$ cat config.mk
export PLATFORM = sky130hd
export DESIGN_NAME = queue_fifo
export DESIGN_NICKNAME = d
export VERILOG_FILES = /design/src/rtl/queue_pkg.sv /design/src/rtl/queue_ptr.sv /design/src/rtl/queue_fifo.sv
export SDC_FILE = /design/constraint.sdc
export NUM_CORES = 1
export LEC_CHECK = 0
export BUFFER_PORTS_ARGS = -buffer_cell sky130_fd_sc_hd__buf_2
export CORE_MARGIN = 2
export CORE_UTILIZATION = 55
export CTS_BUF_LIST = sky130_fd_sc_hd__clkbuf_8
export DETAILED_ROUTE_END_ITERATION = 8
export GPL_TIMING_DRIVEN = 0
export MAX_ROUTING_LAYER = met4
export PLACE_DENSITY = 0.81
export SLEW_MARGIN = 20
export SYNTH_ARGS = -nofsm -noshare
export SYNTH_HDL_FRONTEND = slang
export SYNTH_SLANG_ARGS = --single-unit
$ cat constraint.sdc
create_clock -name CLK -period 5.9 [get_ports CLK]
set_clock_uncertainty 0.2 [all_clocks]
set_input_delay 1.18 -clock CLK [delete_from_list [all_inputs] [get_ports CLK]]
set_output_delay 1.18 -clock CLK [all_outputs]
set_load 0.05 [all_outputs]
$ cat src/rtl/queue_pkg.sv
// Shared sizing for the queue subsystem: default word/pointer widths and depth derivation.
package queue_pkg;
    localparam int DATA_WIDTH_DEF = 8;
    localparam int ADDR_WIDTH_DEF = 4;

    function automatic int queue_depth(input int addr_width);
        return 2 ** addr_width;
    endfunction

    localparam int DEPTH_DEF = queue_depth(ADDR_WIDTH_DEF);
endpackage

$ cat src/rtl/queue_ptr.sv
// Wrapping up-counter used as a FIFO address; rolls DEPTH-1 -> 0 by natural overflow.
module queue_ptr
    import queue_pkg::*;
#(
    parameter int ADDR_WIDTH = ADDR_WIDTH_DEF
) (
    input  logic                  CLK,
    input  logic                  Reset,
    input  logic                  en,
    output logic [ADDR_WIDTH-1:0] ptr
);

    always_ff @(posedge CLK) begin
        if (Reset)
            ptr <= '0;
        else if (en)
            ptr <= ptr + 1'b1;
    end

endmodule

$ cat src/rtl/queue_fifo.sv
// Synchronous FIFO storage addressed by two wrapping pointers, with registered
// read data, registered Full/Empty/Count status and one-cycle error pulses.
module queue_fifo
    import queue_pkg::*;
#(
    parameter int DATA_WIDTH = DATA_WIDTH_DEF,
    parameter int ADDR_WIDTH = ADDR_WIDTH_DEF
) (
    input  logic                  CLK,
    input  logic                  Reset,
    input  logic                  WrEn,
    input  logic [DATA_WIDTH-1:0] DataIn,
    input  logic                  RdEn,
    output logic [DATA_WIDTH-1:0] DataOut,
    output logic                  Full,
    output logic                  Empty,
    output logic [ADDR_WIDTH:0]   Count,
    output logic                  Overflow,
    output logic                  Underflow
);

    localparam int DEPTH = queue_depth(ADDR_WIDTH);
    localparam logic [ADDR_WIDTH:0] COUNT_FULL = {1'b1, {ADDR_WIDTH{1'b0}}};

    logic [DATA_WIDTH-1:0] mem [DEPTH];
    logic [ADDR_WIDTH-1:0] wr_ptr, rd_ptr;
    logic                  wr_ok, rd_ok;
    logic [ADDR_WIDTH:0]   count_nxt;

    assign wr_ok = WrEn & ~Full;
    assign rd_ok = RdEn & ~Empty;

    queue_ptr #(.ADDR_WIDTH(ADDR_WIDTH)) u_wr_ptr (
        .CLK   (CLK),
        .Reset (Reset),
        .en    (wr_ok),
        .ptr   (wr_ptr)
    );

    queue_ptr #(.ADDR_WIDTH(ADDR_WIDTH)) u_rd_ptr (
        .CLK   (CLK),
        .Reset (Reset),
        .en    (rd_ok),
        .ptr   (rd_ptr)
    );

    // Storage is never cleared; a write coincident with reset is dropped.
    always_ff @(posedge CLK) begin
        if (!Reset && wr_ok)
            mem[wr_ptr] <= DataIn;
    end

    always_comb begin
        count_nxt = Count;
        if (wr_ok && !rd_ok)
            count_nxt = Count + 1'b1;
        else if (rd_ok && !wr_ok)
            count_nxt = Count - 1'b1;
    end

    // Flags are derived from the next count so they track Count on the same edge.
    always_ff @(posedge CLK) begin
        if (Reset) begin
            Count     <= '0;
            Full      <= 1'b0;
            Empty     <= 1'b1;
            DataOut   <= '0;
            Overflow  <= 1'b0;
            Underflow <= 1'b0;
        end else begin
            Count     <= count_nxt;
            Full      <= (count_nxt == COUNT_FULL);
            Empty     <= (count_nxt == '0);
            Overflow  <= WrEn & Full;
            Underflow <= RdEn & Empty;
            if (rd_ok)
                DataOut <= mem[rd_ptr];
        end
    end

endmodule

==> impl_metrics.ini <==
[outcome]
status = complete, no violations

[clock_tree]
ctsHoldBuffers = 0
cts_root_buf = clkbuf_8
cts_buffers = 17
ctsResizeCount = 0
clk_pin_slew_ps = 80
cts.sinks = 153
clk_latency_ps = 450
htreeDepth = 4
clockBufferDepth = 2
tritoncts = done
cts_setup_buffers = 0

[flow_run]
cap_violations = 0

[floorplan]
rows = 38
core-area_um2 = 10800
die_area_um2 = 11800
die_w_um = 109
start_util_pct = 55.9
ios = 29
die_h_um = 109

[cells_and_area]
multi_input_area_um2 = 1590
fillCellCount = 702
final_common_cell = edfxtp_1
area_growth_pct = 13.4
nNetsFinal = 412
final_cell_mix = 128 x edfxtp_1, 35 x nor2_1, 34 x buf_2
finish.utilization_pct = 63.4
ff_latch_area_um2 = 4340
drive_above_1_share_pct = 24.6
antennaDiodeCount = 0

[setup_path]
cp.required_ps = 5770
cp-start-kind = primary input
crit_fanout = 10
cp-end-kind = flip-flop
crit_type = in -> reg
cp.arrival_ps = 2680

[sta]
finalMaxSlewViolations = 0
finalHoldViolations = 0
period_minus_slack_ps = 2810
fmax_mhz = 356
rsz0062_at_grt = false
fin_crit_sh_pct = 47.6
tightest_slew_ps = 916
slew_headroom_pct = 38.7
setup_tns_ps = 0
finalSetupViolations = 0

[logic_synthesis]
ys_warn_count = 0
syn_area_um2 = 6030
synth_seq_cells = 153
synth_cell_types = 42
seq_area_frac_synth_pct = 72.0
synthCells = 346
avgSynthCellArea_um2 = 17.4
syn_nets = 365

[power_and_ir_drop]
p_per_area_nw_per_um2 = 357
ir_worst_vdd_v = 0.000239
leakage_uw = 0.00230

[placement]
hpwl_um = 7440
gp_congestion = 0.830
portBuffers = 28

[detailed_routing]
vias = 3287
first_pass_iters = 5
wl_um = 11900
via_per_inst = 6.02
drc = 0
ant_nets = 0
drt_iter0_markers = 288
wl_per_cell_um = 21.7

[global_route]
grt_pass1_vias = 3297
grt_use_total_pct = 22.8
grt_pass1_wl_um = 18300
gr-total-overflow = 0
grt_max_degree = 17
antenna_found_initial = 0

[min_path]
hold_path.class = reg -> reg
==> per-layer routing <==
metal / up-vias / global-route usage (%) / part of all wire, %
li1: 1451 / - / -
met1: 1653 / 29.0 / 41
met2: 154 / 34.4 / 48
met3: 29 / 7.65 / 8.8
met4: 0 / 8.33 / 1.9
met5: - / - / 0
==> synthesized netlist by cell type, drive strengths merged <==
master / number / area (µm²)
edfxtp: 128 / 3840
a21oi: 3 / 15.0
xnor2: 5 / 43.8
mux2: 7 / 78.8
o21ai: 14 / 70.1
a2111oi: 1 / 8.76
a22oi: 7 / 52.6
o32ai: 1 / 8.76
a21boi: 1 / 7.51
nor2: 35 / 131
mux2i: 1 / 10.0
nor4: 1 / 6.26
clkbuf: 2 / 7.51
o211ai: 2 / 15.0
nand3: 7 / 35.0
dfxtp: 25 / 500
and3: 4 / 25.0
a211o: 1 / 8.76
a31oi: 1 / 6.26
or3: 1 / 6.26
nor3: 6 / 30.0
ha: 7 / 87.6
a2bb2oi: 1 / 8.76
nor2b: 3 / 18.8
buf: 11 / 76.3
xor2: 5 / 43.8
nand2: 18 / 67.6
nand4: 1 / 6.26
o31ai: 1 / 7.51
nor3b: 2 / 15.0
inv: 7 / 26.3
nand2b: 2 / 12.5
and3b: 1 / 8.76
nand3b: 1 / 7.51
and2: 2 / 12.5
mux4: 31 / 724
==> cells by family (layout without fill, tap and decap cells) <==
group | Yosys count | after routing | share of synthesized area, %
mux | 39 | 39 | 13.5
fa+ha+maj | 7 | 7 | 1.45
buf+inv | 20 | 80 | 1.82
flops | 153 | 153 | 72.0
compound gates | 33 | 33 | 3.46
xor+xnor | 10 | 10 | 1.45
simple gates | 84 | 84 | 6.34
==> critical path, stage by stage <==
cell and delay, ps:
buf_2 100, nor2b_1 200, buf_2 260, nand2_1 200
nor2_1 740
==> stage by stage <==
step	power, µW	instance area, µm²	hold WS [ps]	cells	setup WS [ps]
after global placement	1530	6350	270	514	2610
after global routing	2520	6840	329	546	3050
final	2440	6840	298	546	3090
after CTS	2450	6840	309	546	3010
after floorplan	1450	6030	282	346	3280
after detailed placement	1540	6350	290	514	2560
==> power breakdown <==
group          leakage [µW]  switching (µW)  internal (µW)
combinational      0.000686             188            105
clock              0.000255             360            568
sequential          0.00136            25.0           1200
==> worst paths after layout <==
kind	start	to	slack (ps)	cells after the start
worst max-delay path	WrEn	mem[13][5]	3090	5
worst min-delay path	DataOut[3]	DataOut[3]	300	2
worst min register to register	DataOut[3]	DataOut[3]	300	2
worst max register to register	Full	mem[13][5]	3600	4
==> area by class of cell <==
cell class              count  share of cell area [%]
well taps                 140                    2.56
plain buffers              13                    1.22
clock buffers              23                    4.63
multi-input cells         173                    23.2
clock inverters             9                    2.45
flip-flops and latches    153                    63.5
inverters                   7                   0.384
repair buffers             28                    2.05
==> registers in the layout, summed over array words and instances (netlist names) <==
register and cells:
Underflow 1, Overflow 1, DataOut 8, mem 128, Full 1, u_wr_ptr.ptr 4
Count 5, u_rd_ptr.ptr 4, Empty 1
No activity file was read; power rests on OpenSTA's default activity.
